`src/rtl/keypad_scanner_pkg.sv`:
```
// keypad_scanner_pkg: shared keymap, FSM states and scan-result encodings
package keypad_scanner_pkg;
   typedef enum logic [1:0] {S_IDLE, S_DEBOUNCE, S_HELD} state_t;
   typedef enum logic [1:0] {R_NONE, R_ONE, R_MULTI} result_t;
   // nibble {col,row}: col0=1,4,7,0 col1=2,5,8,F col2=3,6,9,E col3=A,B,C,D
   localparam logic [63:0] KEYMAP = 64'hDCBA_E963_F852_0741;
   function automatic logic [3:0] key_of(input logic [3:0] idx);
      return KEYMAP[{idx, 2'b00} +: 4];
   endfunction
endpackage

```
`src/rtl/keypad_scanner_scan_timer.sv`:
```
// scan_timer: column dwell counter and column index; drives one active-low column at a time
module scan_timer #(
   parameter int SCAN_CYCLES = 100_000
) (
   input  logic       i_clk,
   input  logic       i_rst_n,
   output logic [3:0] o_col,
   output logic       o_sample,
   output logic       o_scan_done
);
   localparam int CW = $clog2(SCAN_CYCLES);
   logic [CW-1:0] r_cnt;
   logic [1:0]    r_col;
   assign o_sample    = r_cnt == CW'(SCAN_CYCLES - 1);
   assign o_scan_done = o_sample && r_col == 2'd3;
   assign o_col       = ~(4'b0001 << r_col);
   always_ff @(posedge i_clk or negedge i_rst_n) begin
      if (!i_rst_n) begin
         r_cnt <= '0;
         r_col <= '0;
      end else if (o_sample) begin
         r_cnt <= '0;
         r_col <= r_col + 2'd1;
      end else begin
         r_cnt <= r_cnt + CW'(1);
      end
   end
endmodule

```
`src/rtl/keypad_scanner.sv`:
```
// keypad_scanner: 4x4 matrix keypad scan, debounce and hex entry register
module keypad_scanner
   import keypad_scanner_pkg::*;
#(
   parameter int SCAN_CYCLES    = 100_000,
   parameter int DEBOUNCE_SCANS = 4
) (
   input  logic        i_clk,
   input  logic        i_rst_n,
   input  logic [3:0]  i_row,
   output logic [3:0]  o_col,
   output logic        o_key_valid,
   output logic [3:0]  o_key_code,
   output logic        o_key_held,
   output logic [15:0] o_number
);
   localparam int DW = $clog2(DEBOUNCE_SCANS + 1);
   localparam logic [DW-1:0] DB_MAX = DW'(DEBOUNCE_SCANS);
   logic          w_sample, w_scan_done;
   logic [15:0]   w_hits;
   logic [4:0]    w_n;
   logic [3:0]    w_idx, w_key;
   result_t       w_res;
   logic [DW-1:0] w_cnt_inc, w_rel_inc;
   logic [3:0]    r_row_s1, r_row_s2;
   logic [11:0]   r_hits;
   state_t        r_state;
   logic [3:0]    r_cand;
   logic [DW-1:0] r_cnt, r_rel;
   logic          r_key_valid;
   logic [3:0]    r_key_code;
   logic [15:0]   r_number;
   scan_timer #(.SCAN_CYCLES(SCAN_CYCLES)) u_timer (
      .i_clk       (i_clk),
      .i_rst_n     (i_rst_n),
      .o_col       (o_col),
      .o_sample    (w_sample),
      .o_scan_done (w_scan_done)
   );
   // columns 0..2 shift in so the column-3 capture completes the 16-bit {col,row} map
   assign w_hits    = {~r_row_s2, r_hits};
   assign w_key     = key_of(w_idx);
   assign w_res     = w_n == 5'd0 ? R_NONE : w_n == 5'd1 ? R_ONE : R_MULTI;
   assign w_cnt_inc = r_cnt == DB_MAX ? r_cnt : r_cnt + DW'(1);
   assign w_rel_inc = r_rel == DB_MAX ? r_rel : r_rel + DW'(1);
   always_comb begin
      w_n   = '0;
      w_idx = '0;
      for (int i = 0; i < 16; i++) begin
         if (w_hits[i]) begin
            w_n   = w_n + 5'd1;
            w_idx = 4'(i);
         end
      end
   end
   always_ff @(posedge i_clk or negedge i_rst_n) begin
      if (!i_rst_n) begin
         r_row_s1 <= 4'hF;
         r_row_s2 <= 4'hF;
         r_hits   <= '0;
      end else begin
         r_row_s1 <= i_row;
         r_row_s2 <= r_row_s1;
         if (w_sample) r_hits <= {~r_row_s2, r_hits[11:4]};
      end
   end
   always_ff @(posedge i_clk or negedge i_rst_n) begin
      if (!i_rst_n) begin
         r_state     <= S_IDLE;
         r_cand      <= '0;
         r_cnt       <= '0;
         r_rel       <= '0;
         r_key_valid <= 1'b0;
         r_key_code  <= '0;
         r_number    <= '0;
      end else begin
         r_key_valid <= 1'b0;
         if (w_scan_done) begin
            case (r_state)
               S_IDLE: if (w_res == R_ONE) begin
                  r_cand <= w_key;
                  r_cnt  <= DW'(1);
                  if (DB_MAX == DW'(1)) begin
                     r_state     <= S_HELD;
                     r_rel       <= '0;
                     r_key_valid <= 1'b1;
                     r_key_code  <= w_key;
                     r_number    <= {r_number[11:0], w_key};
                  end else begin
                     r_state <= S_DEBOUNCE;
                  end
               end
               S_DEBOUNCE: if (w_res != R_ONE) begin
                  r_state <= S_IDLE;
               end else if (w_key != r_cand) begin
                  r_cand <= w_key;
                  r_cnt  <= DW'(1);
               end else begin
                  r_cnt <= w_cnt_inc;
                  if (w_cnt_inc == DB_MAX) begin
                     r_state     <= S_HELD;
                     r_rel       <= '0;
                     r_key_valid <= 1'b1;
                     r_key_code  <= w_key;
                     r_number    <= {r_number[11:0], w_key};
                  end
               end
               S_HELD: if (w_res == R_NONE) begin
                  r_rel <= w_rel_inc;
                  if (w_rel_inc == DB_MAX) r_state <= S_IDLE;
               end else begin
                  r_rel <= '0;
               end
               default: r_state <= S_IDLE;
            endcase
         end
      end
   end
   assign o_key_valid = r_key_valid;
   assign o_key_code  = r_key_code;
   assign o_key_held  = r_state == S_HELD;
   assign o_number    = r_number;
endmodule

```
`config.mk`:
```
export PLATFORM = sky130hd
export DESIGN_NAME = keypad_scanner
export DESIGN_NICKNAME = d
export VERILOG_FILES = /design/src/rtl/keypad_scanner_pkg.sv /design/src/rtl/keypad_scanner_scan_timer.sv /design/src/rtl/keypad_scanner.sv
export SDC_FILE = /design/constraint.sdc
export NUM_CORES = 1
export LEC_CHECK = 0
export BUFFER_PORTS_ARGS = -buffer_cell sky130_fd_sc_hd__clkbuf_2
export CAP_MARGIN = 5
export CORE_UTILIZATION = 35
export CTS_CLUSTER_SIZE = 14
export DETAILED_ROUTE_END_ITERATION = 6
export MAX_ROUTING_LAYER = met4
export PLACE_DENSITY = 0.51
export SYNTH_ARGS = -nofsm -noshare
export SYNTH_HDL_FRONTEND = slang
export SYNTH_SLANG_ARGS = --single-unit
```
`constraint.sdc`:
```
create_clock -name i_clk -period 11.8 [get_ports i_clk]
set_input_delay 1.77 -clock i_clk [delete_from_list [all_inputs] [get_ports i_clk]]
set_output_delay 1.77 -clock i_clk [all_outputs]
set_load 0.02 [all_outputs]
```
==> run_results.csv, run 1 <==
group,metric,value,unit
worst_setup_path,critPathArrivalTime,10600,ps
floorplanning,row_count,43,
global_route,grt_util_all_layers,15.6,%
timing,max_slew_margin,42.7,%
global_route,antenna_found_initial,0,
global_route,global_route_wire_length_before_repair,18.0,mm
run_status,outcome,"finished, final reports clean",
pwr,power_density,97.0,mW/mm2
place,placed_cell_area,0.00540,mm2
yosys,yosys.cell_count.top_type,"sky130_fd_sc_hd__dfrtp_1",
detailed_routing,wl,10.3,mm
timing,final-max-slew-violation-count,0,
clock_network,resized_gates_after_cts,0,
yosys,synth_fp_nets,561,
yosys,netlist_instances,529,
detailed_routing,top_signal_layer_used,"met4",
clock_network,tritoncts,"done",
worst_setup_path,critical_path.n_buffers_inverters,4,
place,hpwl,7.62,mm
timing,grt_setup_unrepaired,"no",
global_route,grt_overflow_total,0,
worst_setup_path,cp-end-kind,"flip-flop",
timing,count_of_endpoints_failing_hold_in_the_final_timing_report,0,
floorplanning,floorplan.die.height,123,um
floorplanning,io-pin-count,32,
timing,timing.final.crit_share,88.1,%
worst_setup_path,cell_with_the_largest_stage_delay_on_the_worst_path,"sky130_fd_sc_hd__nor4_1",
layout,final_core_util,40.8,%
pwr,vdd_ir_drop_max,84.8,uV
place,pre_cts_ws,1450,ps
floorplanning,design.die.area,0.0151,mm2
timing,crit_path_setup_slack_layout,1410,ps
floorplanning,initial_utilization,36.3,%
timing,totalNegativeSetupSlack,0,ps
layout,drive_above_1_share,18.4,%
hold_path,holdCritPathClass,"reg -> reg",
timing,report.final.setup_viol,0,
detailed_routing,dr_total_vias,3791,
global_route,via_count_of_the_first_global_routing_pass,3724,
clock_network,cts_setup_buffers,0,
yosys,post-synth-top-area-fraction,29.4,%
timing,worst_slew_pin_slew,859,ps
detailed_routing,route.detailed.vias_per_inst,5.16,
worst_setup_path,timing.setup.critical_path_class,"reg -> reg",
detailed_routing,drcViolationCount,0,
detailed_routing,met1Wirelength,5.06,mm
run,max_cap_viol_count,0,
clock_network,insertion_delay,330,ps
yosys,synth_area,0.00510,mm2
detailed_routing,drtAntennaViolNets,0,
clock_network,clkSinkCount,68,
yosys,synthesis.yosys.warnings,0,
detailed_routing,metal2_wl,4.82,mm
yosys,post_synth_main_area_contributors,"sky130_fd_sc_hd__dfrtp_1, sky130_fd_sc_hd__ha_1, sky130_fd_sc_hd__xnor2_1, sky130_fd_sc_hd__dfstp_2, sky130_fd_sc_hd__nand2_1",
yosys,synth_top_cells_by_count,"sky130_fd_sc_hd__dfrtp_1, sky130_fd_sc_hd__nand2_1, sky130_fd_sc_hd__nor2_1, sky130_fd_sc_hd__inv_1, sky130_fd_sc_hd__xnor2_1",
detailed_routing,drt-wirelength-per-cell,14.0,um
worst_setup_path,crit_fanout,6,
layout,antenna_cells,0,
floorplanning,die-width,123,um
clock_network,cts_hold_buf,0,
clock_network,h-tree-depth,3,
worst_setup_path,critPathRequiredTime,12010,ps
worst_setup_path,crit_path_max_incr_delay,650,ps
yosys,synth-main-ff-cell,"sky130_fd_sc_hd__dfrtp_1",
pwr,fin_total_pwr,0.000556,W
timing,layout_min_cycle_time,10390,ps
pwr,leakage,2.64,nW
worst_setup_path,cp-start-kind,"flip-flop",
worst_setup_path,critical_path.top_delay_family,"adder cells",
layout,syn_to_final_growth,12.3,%
worst_setup_path,critPathMostFrequentCell,"sky130_fd_sc_hd__ha_1",
clock_network,clockBufferDepth,2,
detailed_routing,met3WireLength,316,um
yosys,postSynthRegisterBits,68,
yosys,synth-edff-count,0,
yosys,synth.distinct_cells,71,
timing,fmax_achieved,96.2,MHz
yosys,synth-seq-area-share,33.5,%
place,place_congestion,0.767,
clock_network,clk_pin_slew_worst_paths,60,ps
clock_network,ctsRootBufferMaster,"sky130_fd_sc_hd__clkbuf_16",
place,port_buffers,31,
yosys,synth_area_per_cell,9.65,um2
yosys,async_reset_ff_share,100,%
global_route,pin_count_of_the_biggest_net_entering_global_routing,69,
detailed_routing,detail_route.iter0.violations,181,
layout,final_net_count,582,
layout,fin_area,0.00573,mm2
floorplanning,core_region_area,0.0140,mm2
yosys,largest_area_contributor_in_the_netlist,"sky130_fd_sc_hd__dfrtp_1",
timing,timing.clock.skew,6.68,ps
clock_network,cts_buffers,9,
detailed_routing,drt_pre_antenna_iters,4,
[per-layer routing]
metal / vias to the layer above / GRT usage [%]
li1: 1920 / -
met1: 1818 / 20.4
met2: 44 / 24.2
met3: 9 / 3.21
met4: 0 / 4.95
met5: - / -
[logic make-up (layout without fill, tap and decap cells)]
family / Yosys count / in the layout / share of synthesized area, %
simple gates: 185 / 185 / 18.7
buf+inv: 58 / 84 / 4.78
mux: 31 / 31 / 7.53
compound gates: 94 / 94 / 13.0
fa+ha+maj: 26 / 26 / 6.38
xor+xnor: 67 / 67 / 16.1
flops: 68 / 68 / 33.5
[layout make-up]
| cell class | count | area (um2) |
|---|---|---|
| Clock buffer | 10 | 239 |
| Multi-Input combinational cell | 403 | 3150 |
| Tap cell | 180 | 225 |
| Sequential cell | 68 | 1710 |
| Inverter | 34 | 128 |
| Clock inverter | 6 | 95.1 |
| Timing Repair Buffer | 34 | 178 |
| Fill cell | 1376 | 8310 |
[cells in the final DEF, fill, tap and decap left out, types with 8 or more instances in the layout]
master / synthesis / final
sky130_fd_sc_hd__o21ai_0: 18 / 18
sky130_fd_sc_hd__dfstp_2: 8 / 8
sky130_fd_sc_hd__nor3_1: 10 / 10
sky130_fd_sc_hd__nand2_1: 51 / 51
sky130_fd_sc_hd__nor2b_1: 8 / 8
sky130_fd_sc_hd__xnor2_1: 32 / 32
sky130_fd_sc_hd__clkbuf_16: 0 / 9
sky130_fd_sc_hd__clkbuf_2: 0 / 30
sky130_fd_sc_hd__mux2_4: 11 / 11
sky130_fd_sc_hd__nand3_1: 16 / 16
sky130_fd_sc_hd__mux2_2: 15 / 15
sky130_fd_sc_hd__and3_1: 10 / 10
sky130_fd_sc_hd__xor2_1: 17 / 17
sky130_fd_sc_hd__a21oi_1: 15 / 15
sky130_fd_sc_hd__ha_1: 26 / 26
sky130_fd_sc_hd__dfrtp_1: 60 / 60
sky130_fd_sc_hd__inv_1: 34 / 34
sky130_fd_sc_hd__nor2_1: 44 / 44
[where the power goes]
group	switching [W]	leakage, nW	internal (W)
Sequential	0.00000254	0.908	0.000236
Combinational	0.0000157	1.57	0.00000846
Clock	0.000101	0.163	0.000192
[stage by stage]
| stage | std cells | hold slack (ps) |
|---|---|---|
| 5_1_grt | 735 | 360 |
| 6_report | 735 | 355 |
| 4_1_cts | 735 | 355 |
| 3_3_place_gp | 719 | 348 |
| 3_5_place_dp | 719 | 347 |
| 2_1_floorplan | 529 | 345 |
[worst paths after layout]
path | from | endpoint | slack [ps] | depth (start not counted)
max | r_hits[0]$_DFFE_PN0N_ | r_cand[0]$_DFFE_PN0P_ | 1410 | 49
min | r_row_s1[1]$_DFF_PN1_ | r_row_s2[1]$_DFF_PN1_ | 350 | 0
max reg2reg | r_hits[0]$_DFFE_PN0N_ | r_cand[0]$_DFFE_PN0P_ | 1410 | 49
min reg2reg | r_row_s1[1]$_DFF_PN1_ | r_row_s2[1]$_DFF_PN1_ | 350 | 0
max in group asynchronous | i_rst_n | u_timer.r_cnt[9]$_DFF_PN0_ | 9600 | 2
min in group asynchronous | i_rst_n | o_number[10]$_DFFE_PN0P_ | 1620 | 2
[sequential cells by signal, summed over array words and instances, names as in the netlist]
| register | cells |
|---|---|
| u_timer.r_cnt | 17 |
| o_number | 13 |
| r_hits | 12 |
| r_cand | 4 |
| r_row_s1 | 4 |
| r_row_s2 | 4 |
| o_key_code | 3 |
| r_cnt | 3 |
| r_rel | 3 |
| r_state | 2 |
| u_timer.r_col | 2 |
| o_key_valid | 1 |
[worst reg2reg max path: cells and delay by family (launching register included)]
kind,cells,cell delay (ps)
adder cells (fa/ha/maj),13,3710
AND/OR/NAND/NOR,16,2930
AO/OA/AOI/OAI,11,1700
XOR/XNOR,4,890
multiplexers,1,380
flip-flops,1,340
buffers and inverters,4,280
Power figures use the tool's default switching activity.
==> run 2, diff against run 1 <==
Settings changed: SYNTH_HIERARCHICAL set to 1.
==> run 2 against run 1 <==
Against the previous run:
- clock power decreased by 6%
- via count decreased by 2.2%
- sequential power about the same
- clock skew increased by 0.69 ps
- sequential share of layout area increased by 0.80 points
- combinational power increased by 4%
- maximum frequency decreased by 4.5%
- utilization decreased by 0.76 points
- total power decreased by 3.1%
==> run_results.csv, run 2 <==
group,metric,value,unit
timing,count_of_endpoints_failing_hold_in_the_final_timing_report,0,
global_route,global_route_wire_length_before_repair,17.7,mm
layout,largest_reg_flops,17,
timing,max_slew_margin,28.2,%
layout,largest_register,"u_timer/r_cnt",
run,max_cap_viol_count,0,
detailed_routing,drcViolationCount,0,
global_route,grt_util_all_layers,15.5,%
clock_network,cts_buffers,9,
global_route,via_count_of_the_first_global_routing_pass,3643,
timing,timing.final.crit_share,92.2,%
layout,syn_to_final_growth,11.1,%
clock_network,h-tree-depth,3,
worst_setup_path,crit_fanout,18,
detailed_routing,drtAntennaViolNets,0,
layout,final_net_count,576,
worst_setup_path,crit_path_max_incr_delay,920,ps
layout,drive_above_1_share,19.1,%
detailed_routing,wl,10.2,mm
clock_network,tritoncts,"done",
detailed_routing,dr_total_vias,3708,
worst_setup_path,cp-end-kind,"flip-flop",
yosys,synthesis.yosys.warnings,6,
yosys,synth-main-ff-cell,"sky130_fd_sc_hd__dfrtp_1",
yosys,async_reset_ff_share,100,%
pwr,vdd_ir_drop_max,63.6,uV
timing,grt_setup_unrepaired,"no",
worst_setup_path,cp-start-kind,"flip-flop",
floorplanning,initial_utilization,36.0,%
clock_network,resized_gates_after_cts,0,
worst_setup_path,critPathRequiredTime,12020,ps
worst_setup_path,critical_path.top_delay_family,"adder cells",
yosys,synth_area_per_cell,9.55,um2
detailed_routing,detail_route.iter0.violations,150,
timing,fmax_achieved,91.9,MHz
floorplanning,io-pin-count,32,
global_route,antenna_found_initial,0,
detailed_routing,drt-wirelength-per-cell,14.0,um
yosys,yosys.cell_count.top_type,"sky130_fd_sc_hd__dfrtp_1",
place,hpwl,7.44,mm
yosys,postSynthRegisterBits,68,
clock_network,cts_setup_buffers,0,
floorplanning,floorplan.die.height,122,um
worst_setup_path,critical_path.n_buffers_inverters,5,
pwr,power_density,96.6,mW/mm2
worst_setup_path,critPathArrivalTime,11100,ps
yosys,synth-edff-count,0,
worst_setup_path,cell_with_the_largest_stage_delay_on_the_worst_path,"sky130_fd_sc_hd__nor2b_2",
timing,layout_min_cycle_time,10880,ps
clock_network,cts_hold_buf,0,
floorplanning,core_region_area,0.0139,mm2
detailed_routing,route.detailed.vias_per_inst,5.09,
yosys,post-synth-top-area-fraction,29.9,%
timing,worst_slew_pin_slew,1070,ps
timing,final-max-slew-violation-count,0,
worst_setup_path,timing.setup.critical_path_class,"reg -> reg",
detailed_routing,drt_pre_antenna_iters,4,
timing,report.final.setup_viol,0,
hold_path,holdCritPathClass,"reg -> reg",
yosys,synth.distinct_cells,75,
floorplanning,row_count,43,
clock_network,clockBufferDepth,2,
yosys,synth-seq-area-share,34.1,%
clock_network,clkSinkCount,68,
worst_setup_path,critPathMostFrequentCell,"sky130_fd_sc_hd__ha_1",
layout,layout.cells.most_common,"sky130_fd_sc_hd__dfrtp_1",
run_status,outcome,"finished, final reports clean",
clock_network,insertion_delay,330,ps
layout,layout_common_cells,"sky130_fd_sc_hd__dfrtp_1, sky130_fd_sc_hd__nor2_1, sky130_fd_sc_hd__nand2_1, sky130_fd_sc_hd__xnor2_1, sky130_fd_sc_hd__inv_1",
layout,final_core_util,40.0,%
pwr,leakage,2.52,nW
floorplanning,die-width,122,um
floorplanning,design.die.area,0.0148,mm2
timing,totalNegativeSetupSlack,0,ps
yosys,netlist_instances,526,
clock_network,clk_pin_slew_worst_paths,60,ps
place,port_buffers,31,
global_route,pin_count_of_the_biggest_net_entering_global_routing,69,
yosys,post_synth_main_area_contributors,"sky130_fd_sc_hd__dfrtp_1, sky130_fd_sc_hd__xnor2_1, sky130_fd_sc_hd__ha_1, sky130_fd_sc_hd__mux2_2, sky130_fd_sc_hd__dfstp_2",
yosys,synth_area,0.00502,mm2
yosys,synth_fp_nets,558,
yosys,synth_top_cells_by_count,"sky130_fd_sc_hd__dfrtp_1, sky130_fd_sc_hd__nand2_1, sky130_fd_sc_hd__nor2_1, sky130_fd_sc_hd__xnor2_1, sky130_fd_sc_hd__inv_1",
yosys,largest_area_contributor_in_the_netlist,"sky130_fd_sc_hd__dfrtp_1",
global_route,grt_overflow_total,0,
clock_network,ctsRootBufferMaster,"sky130_fd_sc_hd__clkbuf_16",
timing,timing.clock.skew,7.38,ps
place,place_congestion,0.805,
layout,antenna_cells,0,
-- run 2: final timing paths --
path / startpoint / to / slack [ps] / cells after the start
min in group asynchronous: i_rst_n / o_number[13]$_DFFE_PN0P_ / 1630 / 2
max in group asynchronous: i_rst_n / r_cnt[1]$_DFFE_PN0P_ / 9600 / 2
hold reg to reg: r_row_s1[0]$_DFF_PN1_ / r_row_s2[0]$_DFF_PN1_ / 350 / 0
setup / recovery: r_hits[1]$_DFFE_PN0P_ / o_number[15]$_DFFE_PN0P_ / 920 / 46
setup reg to reg: r_hits[1]$_DFFE_PN0P_ / o_number[15]$_DFFE_PN0P_ / 920 / 46
hold / removal: r_row_s1[0]$_DFF_PN1_ / r_row_s2[0]$_DFF_PN1_ / 350 / 0
-- run 2: report_power, final --
| part | switching (W) | total [W] | internal (W) |
|---|---|---|---|
| combinational | 0.0000170 | 0.0000250 | 0.00000799 |
| clock | 0.000105 | 0.000276 | 0.000171 |
| sequential | 0.00000203 | 0.000238 | 0.000236 |
-- run 2: layout make-up --
class / count / area, um2
Clock inverter: 6 / 71.3
Sequential cell: 68 / 1710
Fill cell: 1367 / 8360
Clock buffer: 10 / 239
Inverter: 38 / 143
Multi-Input combinational cell: 394 / 3020
Tap cell: 180 / 225
Timing Repair Buffer: 33 / 170
-- run 2: metrics by stage --
stage | setup slack [ps] | power [W] | hold slack [ps] | instances | area [um2]
final | 919 | 0.000539 | 349 | 729 | 5580
after global routing | 21.5 | 0.000562 | 357 | 729 | 5580
after CTS | 919 | 0.000549 | 350 | 729 | 5580
after detailed placement | 982 | 0.000267 | 347 | 713 | 5270
after global placement | 1330 | 0.000267 | 346 | 713 | 5270
after floorplan | 2480 | 0.000257 | 345 | 526 | 5020
-- run 2: cell families (layout without fill, tap and decap cells) --
logic type | count (synthesis) | after routing | share of synthesized area, %
compound gates | 86 | 86 | 11.6
xor+xnor | 68 | 68 | 14.5
mux | 35 | 35 | 8.10
buf+inv | 64 | 87 | 5.78
simple gates | 179 | 179 | 19.4
fa+ha+maj | 26 | 26 | 6.48
flops | 68 | 68 | 34.1
-- run 2: metal layers --
layer  wire, um  GRT usage, %  vias up
met4        185          4.94        0
met1       5280          21.0     1785
met2       4520          23.0       36
met3        226          3.23       15
li1           -             -     1872
met5          0             -        -
==> run 3, diff against run 2 <==
Settings changed: RECOVER_POWER set to 25.
==> run 3 against run 2 <==
Against the previous run:
- the run now ends with capacitance limit, slew limit left
- sequential cell count unchanged
- die area unchanged
- utilization down 0.22 points
- highest routed layer unchanged
==> run_results.csv, run 3 (synthesis gave the netlist of run 2 again) <==
group,metric,value,unit
layout,largest_register,"u_timer/r_cnt",
detailed_routing,route.detailed.vias_per_inst,5.08,
global_route,grt_util_all_layers,15.5,%
floorplanning,core_region_area,0.0139,mm2
clock_network,clkSinkCount,68,
floorplanning,io-pin-count,32,
detailed_routing,drt-wirelength-per-cell,14.0,um
hold_path,worstHoldEndpoint,"r_row_s2[0]$_DFF_PN1_",
timing,max_slew_margin,-144,%
place,place_congestion,0.805,
worst_setup_path,reg2reg_to,"o_number[15]$_DFFE_PN0P_",
worst_setup_path,critPathRequiredTime,12020,ps
layout,layout.cells.most_common,"sky130_fd_sc_hd__dfrtp_1",
global_route,grt_overflow_total,0,
clock_network,h-tree-depth,3,
detailed_routing,drt_pre_antenna_iters,4,
layout,total_area_of_sequential_cells,0.00171,mm2
timing,timing.clock.skew,7.00,ps
layout,drive_above_1_share,18.2,%
floorplanning,row_count,43,
global_route,antenna_found_initial,0,
worst_setup_path,worstSetupStartpoint,"r_hits[1]$_DFFE_PN0P_",
global_route,pin_count_of_the_biggest_net_entering_global_routing,69,
timing,fmax_achieved,92.0,MHz
clock_network,clk_pin_slew_worst_paths,60,ps
pwr,vdd_ir_drop_max,62.3,uV
worst_setup_path,timing.setup.critical_path_class,"reg -> reg",
layout,antenna_cells,0,
layout,multiInputGateArea,0.00300,mm2
floorplanning,design.die.area,0.0148,mm2
run_status,violations_in_the_final_reports,"capacitance limit, slew limit",
timing,worst_slew_pin_slew,3670,ps
detailed_routing,wl,10.2,mm
worst_setup_path,cp-start-kind,"flip-flop",
worst_setup_path,worst_flop_to_flop_path_startpoint,"r_hits[1]$_DFFE_PN0P_",
worst_setup_path,reg2reg_setup_slack,930,ps
hold_path,min_delay_path_depth,0,
hold_path,holdCritPathClass,"reg -> reg",
worst_setup_path,cp-end-kind,"flip-flop",
pwr,power_density,97.1,mW/mm2
global_route,via_count_of_the_first_global_routing_pass,3643,
layout,nFillCells,1371,
layout,fin_area,0.00555,mm2
timing,totalNegativeSetupSlack,0,ps
layout,final_core_util,39.8,%
hold_path,hp-start,"r_row_s1[0]$_DFF_PN1_",
timing,count_of_endpoints_failing_hold_in_the_final_timing_report,0,
layout,layout_common_cells,"sky130_fd_sc_hd__dfrtp_1, sky130_fd_sc_hd__nor2_1, sky130_fd_sc_hd__nand2_1, sky130_fd_sc_hd__xnor2_1, sky130_fd_sc_hd__inv_1",
detailed_routing,drcViolationCount,0,
detailed_routing,drtAntennaViolNets,0,
timing,final-max-slew-violation-count,69,
place,placed_cell_area,0.00527,mm2
clock_network,insertion_delay,330,ps
clock_network,clockBufferDepth,2,
layout,final_net_count,576,
place,hpwl,7.44,mm
pwr,leakage,2.49,nW
clock_network,resized_gates_after_cts,0,
clock_network,ctsRootBufferMaster,"sky130_fd_sc_hd__clkbuf_16",
timing,timing.final.crit_share,92.1,%
floorplanning,initial_utilization,36.0,%
clock_network,tritoncts,"done",
clock_network,cts_hold_buf,0,
worst_setup_path,crit_fanout,18,
pwr,fin_total_pwr,0.000539,W
worst_setup_path,critPathArrivalTime,11090,ps
timing,report.final.setup_viol,0,
timing,layout_min_cycle_time,10870,ps
clock_network,cts_setup_buffers,0,
layout,layoutNonFillerInstCount,729,
floorplanning,floorplan.die.height,122,um
timing,grt_setup_unrepaired,"no",
clock_network,cts_buffers,9,
run_status,outcome,"complete, but fails checks",
layout,largest_reg_flops,17,
worst_setup_path,worst_r2r_path_depth,46,
floorplanning,die-width,122,um
detailed_routing,dr_total_vias,3703,
run,max_cap_viol_count,1,
worst_setup_path,cell_with_the_largest_stage_delay_on_the_worst_path,"sky130_fd_sc_hd__nor2b_2",
place,port_buffers,31,
worst_setup_path,crit_path_max_incr_delay,920,ps
global_route,global_route_wire_length_before_repair,17.7,mm
place,place.detailed.instances,713,
worst_setup_path,critPathMostFrequentCell,"sky130_fd_sc_hd__ha_1",
detailed_routing,detail_route.iter0.violations,206,
layout,syn_to_final_growth,10.5,%
==> run 3: cell count changes in the layout (fill, tap and decap cells not counted), sizes merged <==
cell,previous run,this run
buf,3,1
clkbuf,40,42
==> run 3: critical path, delay by kind of cell (launching register included) <==
family | cells | cell delay (ps)
xor+xnor | 1 | 350
buf+inv | 5 | 320
compound gates | 8 | 1380
flops | 1 | 380
simple gates | 14 | 2800
mux | 4 | 1250
fa+ha+maj | 14 | 4250
==> run 3: cell type report <==
class,count,share of cell area (%)
Multi-Input combinational cell,394,54.0
Clock inverter,6,1.29
Sequential cell,68,30.8
Tap cell,180,4.06
Inverter,38,2.57
Clock buffer,10,4.31
Timing Repair Buffer,33,2.93
==> run 3: worst max-delay path by stage <==
stage | end | slack (ps) | cells after the start
final | o_number[15]$_DFFE_PN0P_ | 930 | 46
after global routing | o_number[6]$_DFFE_PN0P_ | 20 | 46
after CTS | o_number[5]$_DFFE_PN0P_ | 920 | 46
after detailed placement | o_number[5]$_DFFE_PN0P_ | 980 | 46
after global placement | o_number[14]$_DFFE_PN0P_ | 1330 | 46
after floorplan | o_number[10]$_DFFE_PN0P_ | 2480 | 49
==> run 3: per-stage QoR <==
step / setup WS [ps] / hold slack (ps)
floorplan: 2480 / 345
global placement: 1330 / 346
detailed placement: 982 / 347
CTS: 919 / 350
global route: 21.5 / 357
finish: 929 / 349
==> run 3: layer usage <==
| metal | part of all wire [%] | routed length [um] | global-route usage, % |
|---|---|---|---|
| met3 | 2.3 | 235 | 3.23 |
| met2 | 44 | 4520 | 23.0 |
| met1 | 52 | 5260 | 21.0 |
| met4 | 1.8 | 183 | 4.94 |
| met5 | 0 | 0 | - |
==> run 3: power breakdown <==
part | internal, W | switching, W | total, W
sequential | 0.000236 | 0.00000203 | 0.000238
combinational | 0.00000783 | 0.0000170 | 0.0000248
clock | 0.000171 | 0.000105 | 0.000276
total | 0.000415 | 0.000124 | 0.000539
